==> src/rtl/apb_uart_pkg.sv <==
// Shared types and constants for the APB UART arbiter: FSM states, UART register map, default timeout.
package apb_uart_pkg;

  typedef enum logic [1:0] {
    ST_IDLE   = 2'd0,
    ST_SETUP  = 2'd1,
    ST_ACCESS = 2'd2,
    ST_DONE   = 2'd3
  } apb_state_t;

  localparam logic [31:0] REG_CTRL  = 32'h0000_0000;
  localparam logic [31:0] REG_STATS = 32'h0000_0001;
  localparam logic [31:0] REG_TX    = 32'h0000_0002;
  localparam logic [31:0] REG_RX    = 32'h0000_0003;

  localparam int unsigned DEF_TIMEOUT_CYCLES = 16;

endpackage

==> src/rtl/apb_rr_arbiter.sv <==
// Combinational round-robin picker: first set request at or after i_ptr, wrapping, as a one-hot grant.
module apb_rr_arbiter #(
  parameter int unsigned NUM_REQ = 2,
  parameter int unsigned PTR_W   = 1
) (
  input  logic [NUM_REQ-1:0] i_req,
  input  logic [PTR_W-1:0]   i_ptr,
  output logic [NUM_REQ-1:0] o_grant_c
);

  logic [PTR_W:0]   w_sum;
  logic [PTR_W-1:0] w_idx;
  logic             w_found;

  always_comb begin : p_pick
    o_grant_c = '0;
    w_found   = 1'b0;
    w_sum     = '0;
    w_idx     = '0;
    for (int off = 0; off < NUM_REQ; off++) begin
      // Extra sum bit keeps the wrap correct for non-power-of-two NUM_REQ
      w_sum = {1'b0, i_ptr} + (PTR_W+1)'(off);
      if (w_sum >= (PTR_W+1)'(NUM_REQ)) begin
        w_sum = w_sum - (PTR_W+1)'(NUM_REQ);
      end
      w_idx = w_sum[PTR_W-1:0];
      if (!w_found && i_req[w_idx]) begin
        o_grant_c[w_idx] = 1'b1;
        w_found          = 1'b1;
      end
    end
  end

endmodule

==> src/rtl/apb_uart_arbiter.sv <==
// Round-robin arbiter that serialises several requesters onto one APB master port.
// Optional APB_TIMEOUT_EN adds an ACCESS-phase PREADY timeout reported on rsp_err.
module apb_uart_arbiter
  import apb_uart_pkg::*;
#(
  parameter int unsigned NUM_REQ        = 2,
  parameter int unsigned TIMEOUT_CYCLES = DEF_TIMEOUT_CYCLES
) (
  input  logic                  PCLK,
  input  logic                  PRESETn,
  input  logic [NUM_REQ-1:0]    req,
  input  logic [NUM_REQ-1:0]    req_write,
  input  logic [32*NUM_REQ-1:0] req_addr,
  input  logic [32*NUM_REQ-1:0] req_wdata,
  output logic [NUM_REQ-1:0]    ack,
  output logic [31:0]           rsp_rdata,
  output logic                  rsp_err,
  output logic                  busy,
  output logic                  PSEL,
  output logic                  PENABLE,
  output logic                  PWRITE,
  output logic [31:0]           PADDR,
  output logic [31:0]           PWDATA,
  input  logic [31:0]           PRDATA,
  input  logic                  PREADY
);

  localparam int unsigned PTR_W = $clog2(NUM_REQ);

  if (NUM_REQ < 2 || NUM_REQ > 4 || TIMEOUT_CYCLES < 1) begin : g_param_check
    $error("apb_uart_arbiter: NUM_REQ must be 2..4 and TIMEOUT_CYCLES >= 1");
  end

  apb_state_t         r_state, w_state_nxt;
  logic               r_psel, w_psel_nxt;
  logic               r_penable, w_penable_nxt;
  logic               r_pwrite, w_pwrite_nxt;
  logic [31:0]        r_paddr, w_paddr_nxt;
  logic [31:0]        r_pwdata, w_pwdata_nxt;
  logic [NUM_REQ-1:0] r_ack, w_ack_nxt;
  logic [31:0]        r_rdata, w_rdata_nxt;
  logic               r_busy, w_busy_nxt;
  logic [NUM_REQ-1:0] r_gnt, w_gnt_nxt;
  logic [PTR_W-1:0]   r_ptr, w_ptr_nxt;
  logic [NUM_REQ-1:0] w_arb_gnt;
  logic [PTR_W-1:0]   w_gnt_idx;

`ifdef APB_TIMEOUT_EN
  localparam int unsigned CNT_W = $clog2(TIMEOUT_CYCLES + 1);
  logic             r_err, w_err_nxt;
  logic [CNT_W-1:0] r_cnt, w_cnt_nxt;
`endif

  apb_rr_arbiter #(
    .NUM_REQ (NUM_REQ),
    .PTR_W   (PTR_W)
  ) u_rr (
    .i_req     (req),
    .i_ptr     (r_ptr),
    .o_grant_c (w_arb_gnt)
  );

  // Index of the requester currently holding the bus, for the pointer update
  always_comb begin : p_gnt_idx
    w_gnt_idx = '0;
    for (int i = 0; i < NUM_REQ; i++) begin
      if (r_gnt[i]) w_gnt_idx = PTR_W'(i);
    end
  end

  always_comb begin : p_next
    w_state_nxt   = r_state;
    w_psel_nxt    = 1'b0;
    w_penable_nxt = 1'b0;
    w_pwrite_nxt  = r_pwrite;
    w_paddr_nxt   = r_paddr;
    w_pwdata_nxt  = r_pwdata;
    w_ack_nxt     = '0;
    w_rdata_nxt   = r_rdata;
    w_gnt_nxt     = r_gnt;
    w_ptr_nxt     = r_ptr;
`ifdef APB_TIMEOUT_EN
    w_err_nxt     = r_err;
    w_cnt_nxt     = r_cnt;
`endif
    case (r_state)
      ST_IDLE: begin
        if (|req) begin
          w_state_nxt = ST_SETUP;
          w_psel_nxt  = 1'b1;
          w_gnt_nxt   = w_arb_gnt;
          for (int i = 0; i < NUM_REQ; i++) begin
            if (w_arb_gnt[i]) begin
              w_pwrite_nxt = req_write[i];
              w_paddr_nxt  = req_addr[i*32 +: 32];
              w_pwdata_nxt = req_wdata[i*32 +: 32];
            end
          end
        end
      end
      ST_SETUP: begin
        w_state_nxt   = ST_ACCESS;
        w_psel_nxt    = 1'b1;
        w_penable_nxt = 1'b1;
`ifdef APB_TIMEOUT_EN
        w_cnt_nxt     = '0;
`endif
      end
      ST_ACCESS: begin
        w_psel_nxt    = 1'b1;
        w_penable_nxt = 1'b1;
        if (PREADY) begin
          w_state_nxt   = ST_DONE;
          w_psel_nxt    = 1'b0;
          w_penable_nxt = 1'b0;
          w_ack_nxt     = r_gnt;
          w_rdata_nxt   = r_pwrite ? 32'h0 : PRDATA;
`ifdef APB_TIMEOUT_EN
          w_err_nxt     = 1'b0;
        end else if (r_cnt == CNT_W'(TIMEOUT_CYCLES - 1)) begin
          w_state_nxt   = ST_DONE;
          w_psel_nxt    = 1'b0;
          w_penable_nxt = 1'b0;
          w_ack_nxt     = r_gnt;
          w_rdata_nxt   = 32'h0;
          w_err_nxt     = 1'b1;
        end else begin
          w_cnt_nxt     = r_cnt + CNT_W'(1);
`endif
        end
      end
      ST_DONE: begin
        w_state_nxt = ST_IDLE;
        w_ptr_nxt   = (w_gnt_idx == PTR_W'(NUM_REQ - 1)) ? '0 : w_gnt_idx + PTR_W'(1);
      end
      default: w_state_nxt = ST_IDLE;
    endcase
    w_busy_nxt = (w_state_nxt != ST_IDLE);
  end

  always_ff @(posedge PCLK) begin : p_regs
    if (!PRESETn) begin
      r_state   <= ST_IDLE;
      r_psel    <= 1'b0;
      r_penable <= 1'b0;
      r_pwrite  <= 1'b0;
      r_paddr   <= '0;
      r_pwdata  <= '0;
      r_ack     <= '0;
      r_rdata   <= '0;
      r_busy    <= 1'b0;
      r_gnt     <= '0;
      r_ptr     <= '0;
`ifdef APB_TIMEOUT_EN
      r_err     <= 1'b0;
      r_cnt     <= '0;
`endif
    end else begin
      r_state   <= w_state_nxt;
      r_psel    <= w_psel_nxt;
      r_penable <= w_penable_nxt;
      r_pwrite  <= w_pwrite_nxt;
      r_paddr   <= w_paddr_nxt;
      r_pwdata  <= w_pwdata_nxt;
      r_ack     <= w_ack_nxt;
      r_rdata   <= w_rdata_nxt;
      r_busy    <= w_busy_nxt;
      r_gnt     <= w_gnt_nxt;
      r_ptr     <= w_ptr_nxt;
`ifdef APB_TIMEOUT_EN
      r_err     <= w_err_nxt;
      r_cnt     <= w_cnt_nxt;
`endif
    end
  end

  assign PSEL      = r_psel;
  assign PENABLE   = r_penable;
  assign PWRITE    = r_pwrite;
  assign PADDR     = r_paddr;
  assign PWDATA    = r_pwdata;
  assign ack       = r_ack;
  assign rsp_rdata = r_rdata;
  assign busy      = r_busy;
`ifdef APB_TIMEOUT_EN
  assign rsp_err   = r_err;
`else
  assign rsp_err   = 1'b0;
`endif

endmodule

==> config.mk <==
export PLATFORM = sky130hd
export DESIGN_NAME = apb_uart_arbiter
export DESIGN_NICKNAME = d
export VERILOG_FILES = /design/src/rtl/apb_uart_pkg.sv /design/src/rtl/apb_rr_arbiter.sv /design/src/rtl/apb_uart_arbiter.sv
export SDC_FILE = /design/constraint.sdc
export NUM_CORES = 1
export LEC_CHECK = 0
export CAP_MARGIN = 0
export CORE_MARGIN = 10
export CORE_UTILIZATION = 40
export DETAILED_ROUTE_END_ITERATION = 12
export PLACE_DENSITY = 0.9
export SYNTH_ARGS = -nofsm -noshare
export SYNTH_HDL_FRONTEND = slang
export SYNTH_SLANG_ARGS = --single-unit
export TNS_END_PERCENT = 50
==> constraint.sdc <==
create_clock -name PCLK -period 2.2 [get_ports PCLK]
set_input_delay 0.33 -clock PCLK [delete_from_list [all_inputs] [get_ports PCLK]]
set_output_delay 0.33 -clock PCLK [all_outputs]
set_load 0.01 [all_outputs]
Word-level counts from Yosys, hierarchy flattened
Cells that the tools add are included.

Register bits after elaboration: 107. Input bits: 167. Output and inout bits: 103. Word-level logic and storage cells: 66.

$add $sub $neg: 4. Order comparisons: 6. Equality and inequality tests: 3. Mux-type cells: 29. Bitwise gates (word level): 1. Reductions and logical operators: 12.

Operators with widths (number): 32-bit two-way mux (5); 1-bit two-way mux (15); 2-bit two-way mux (4); 2-bit case mux with 4 select lines (1); 3-bit AND reduction (2); 2-bit equality test (second input constant) (2); 1-bit by 2-bit < comparator with 1-bit output (second input constant) (2); 2-bit AND reduction (2); 2-bit nonzero test (2); 1-bit logical AND (3); 1-bit case mux with 3 select lines (1); 1-bit by 1-bit adder with 2-bit output (second input constant) (1); 1-bit demux with 1-bit select (2); 2-bit by 1-bit equality test with 1-bit output (second input constant) (1); 1-bit >= comparator (second input constant) (2); 1-bit by 2-bit >= comparator with 1-bit output (second input constant) (1); 2-bit >= comparator (second input constant) (1); 2-bit logical NOT (1); 2-bit bitwise OR (1); 1-bit case mux with 2 select lines (1); 2-bit OR reduction (1); 1-bit subtractor (second input constant) (2); 1-bit adder (second input constant) (1); 1-bit logical NOT (1).

Longest topological paths before layout
Word-level depth: 11. Mapped depth: 8. Gate-level depth less buffers: 5.

By module
Synthesis repeated with hierarchy kept, for this count alone.

Cells, all modules: 408. Area total of the unflattened synthesis: 4470.5 µm².

Modules (own cells, without submodules): apb_uart_arbiter (instances 1, cells an instance 405, area an instance 4451.8 µm², seq. area each 2142.1 µm²); apb_rr_arbiter (instances 1, cells an instance 3, area an instance 18.8 µm², seq. area each 0.0 µm²).

Least setup slack after synthesis
Ideal clock, no wire load.

Path kind: flip-flop to flip-flop. Start point: register r_state[0]. End point: register r_paddr[10], in the netlist PADDR[10]. Library setup time: 0.119 ns. Data arrival time: 1.379 ns. Required time: 2.081 ns. Setup slack: 0.702 ns. Stages on the path, launching flop included: 9. Period minus slack after synthesis: 1.498 ns. Cells stage by stage: dfxtp_1 inv_1 ha_1 buf_2 o21a_1 buf_4 buf_2 o21ai_0 a21oi_1.

Word-level cells in the longest chain between the ends: 2.

Ends and longest elaborated chain: start: declaration (line apb_uart_arbiter.sv:34) `apb_state_t r_state, w_state_nxt;`; start signal: assignment (line apb_uart_arbiter.sv:159) `r_state <= w_state_nxt;`; 2-bit logical NOT (line apb_uart_arbiter.sv:86) `case (r_state)`; 3-bit AND reduction (no line); end signal: assignment (line apb_uart_arbiter.sv:163) `r_paddr <= w_paddr_nxt;`; end: declaration (line apb_uart_arbiter.sv:38) `logic [31:0] r_paddr, w_paddr_nxt;`.

Every way passes these cells. A chain may end at the register's enable or synchronous reset.

Worst setup path in the final report
Start point: register r_state[0]. End point: register r_paddr[26], in the netlist PADDR[26].

The elaborated chain is that of the path after synthesis.

==> summary.md <==
| Metric | Value |
|---|---|
| Max-cap viol count | 0 |
| Share of layout cells above drive strength 1 | 0.0529 |
| Number of synthesized register bits | 107 |
| GR Overflow Total | 0 |
| Period utilisation layout | 0.790 |
| Drt total wl | 18700 um |
| Worst path arrival time | 2.06 ns |
| Die Wd | 125 um |
| Die area | 15700 um2 |
| CTS tree | built |
| Multi-input gate area | 1920 um2 |
| Sequential area share after synthesis | 0.483 |
| Hold Path Class | in2reg |
| Crit Path Max Fanout | 65 |
| Pins Over Slew Limit | 0 |
| Setup TNS | 0 ns |
| Via count | 5084 |
| CTS Root Cell | clkbuf_8 |
| # DRC | 0 |
| Post-CTS Setup Repair Bufs | 0 |
| RSZ-0062 raised after global routing | no |
| CP required | 2.52 ns |
| Crit Path Class | reg2reg |
| Die Y | 125 um |
| Syn nets | 670 |
| Clk Latency, worst-skew pair | 0.39 ns |
| Placer Congestion | 0.827 |
| CTS Hold Buffers Added | 0 |
| Post-CTS resize count | 0 |
| Avg Cell Area, Syn | 8.90 um2 |
| Min cycle time layout | 1.74 ns |
| Skew final | 0.00922 ns |
| Initial DRC Count | 449 |
| I/O Buffers | 268 |
| Post-DRT Antenna Nets | 0 |
| Area delta synth->final | 65.5% |
| FMAX | 575 MHz |
| Crit end category | register |
| Crit path from | r_state[0] |
| Vias in the first global route | 5058 |
| # diodes | 0 |
| Rows | 38 |
| CTS Buf Count | 9 |
| Commonest non-fill, non-tap cell in the layout | clkdlybuf4s50_1 |
| Crit Reg-Reg Startpoint | r_state[0] |
| Total core area | 10800 um2 |
| Peak supply drop | 0.000822 V |
| Clk sinks | 107 |
| Largest net degree at the start of global routing | 66 |
| Total power | 0.00772 W |
| Warnings from Yosys | 0 |
| Final setup fails | 0 |
| Placed wire-length estimate | 13900 um |
| Leakage | 2.68 nW |
| Initial antenna violation count | 0 |
| R2R depth | 6 |
| Initial Utilization | 0.409 |
| R2r setup slk | 0.46 ns |
| Total Routing Usage GR | 0.226 |
| Synth Instances | 498 |
| Nets | 904 |
| Unique masters post-synth | 30 |
| I/O pins | 270 |
| Wire per inst | 21.4 um |
| Vias per cell | 5.80 |
| Final Cell Area | 7330 um2 |
| R2r endpoint | PADDR[26] |
| Flip-flop and latch area | 2140 um2 |
| Power Density | 1050 nW/um2 |
| Hold Fails Final Rpt | 0 |
| Placed cell areas | 7100 um2 |
| Outcome | finished clean |
| 1st-pass router iterations | 5 |
| First-pass GRT wire length | 28800 um |
| Clk buf depth | 2 |
| Setup crit start kind | register |
| Clk pin slew, worst setup/hold paths | 0.10 ns |
| Most frequent cells in the layout | clkdlybuf4s50_1 (266), dfxtp_1 (107), o21ai_1 (75), a21oi_1 (67), a31oi_1 (65) |
| Synth Cell Area | 4430 um2 |
| Critical Path End | PADDR[26] |
| H-Tree Level Count | 3 |
| Filler cells | 816 |
==> logic make-up (layout without fill, tap and decap cells) <==
family                     after synthesis  count (layout)  share of synthesized area
AOI/OAI and AO/OA                      302             302                      0.395
adders and majority gates                5               5                     0.0141
buffers and inverters                   65             304                     0.0850
DFF                                    107             107                      0.483
other                                    1               1                   0.000846
and+or+nand+nor                         18              18                     0.0212
==> worst min path at each step <==
stage / startpoint / end / slack, ns / depth (start not counted)
detailed placement: r_gnt[0] / ack[0] / 0.43 / 2
global route: req[1] / r_gnt[0] / 0.43 / 4
finish: req[1] / r_gnt[0] / 0.41 / 4
global placement: r_gnt[0] / ack[0] / 0.42 / 2
CTS: req[1] / r_gnt[0] / 0.38 / 4
floorplan: r_gnt[0] / ack[0] / 0.41 / 2
==> synthesized netlist by cell type (all sizes together) <==
cell | instances | area share
a21boi | 1 | 0.0025
a21oi | 67 | 0.076
a22o | 32 | 0.063
a311oi | 1 | 0.0020
a31oi | 65 | 0.092
a32oi | 2 | 0.0040
and2 | 2 | 0.0028
and2b | 1 | 0.0017
buf | 39 | 0.062
clkbuf | 20 | 0.018
conb | 1 | 0.00085
dfxtp | 107 | 0.48
ha | 5 | 0.014
inv | 6 | 0.0051
nand2 | 3 | 0.0025
nand2b | 2 | 0.0028
nand3 | 1 | 0.0011
nor2 | 5 | 0.0048
nor2b | 3 | 0.0042
nor3 | 1 | 0.0011
o211a | 1 | 0.0023
o21a | 2 | 0.0034
o21ai | 131 | 0.15
==> report_power, final <==
group | switching [W] | internal [W] | total (W)
Combinational | 0.00177 | 0.00177 | 0.00354
Sequential | 0.000293 | 0.00248 | 0.00278
Clock | 0.000718 | 0.000686 | 0.00140
Total | 0.00278 | 0.00494 | 0.00772
==> stage by stage <==
step / worst slack, ns / utilization / hold WS, ns / std cells
after detailed placement: 0.388 / 0.655 / 0.428 / 861
after global placement: 0.474 / 0.655 / 0.422 / 861
after global routing: 0.307 / 0.676 / 0.431 / 877
final: 0.462 / 0.676 / 0.407 / 877
after floorplan: 0.702 / - / 0.408 / 498
after CTS: 0.434 / 0.676 / 0.383 / 877
==> layer usage <==
layer	vias up	GRT usage	wire, um
li1	2320	-	-
met1	2441	0.254	7220
met2	301	0.396	9550
met3	22	0.0752	1610
met4	0	0.0698	364
met5	-	0	0
==> layout make-up <==
class | instances | area share
clock buffers | 10 | 0.0188
clock inverters | 6 | 0.0131
well taps | 140 | 0.0239
multi-input cells | 326 | 0.261
repair buffers | 282 | 0.387
inverters | 6 | 0.00307
flip-flops and latches | 107 | 0.292
==> critical path: stages, from the launching register on <==
cell and delay (ns):
dfxtp_1 0.37, inv_1 0.12, ha_1 0.36, o21a_2 0.23, buf_12 0.26, o21ai_0 0.15
a21oi_1 0.17
==> flip-flops by register name, indices dropped and copies added (netlist names) <==
register   cells
r_gnt          2
ack            2
PSEL           1
r_state        2
PWDATA        32
busy           1
r_ptr          1
rsp_rdata     32
PWRITE         1
PADDR         32
PENABLE        1
(Power assumes the default switching activity.)
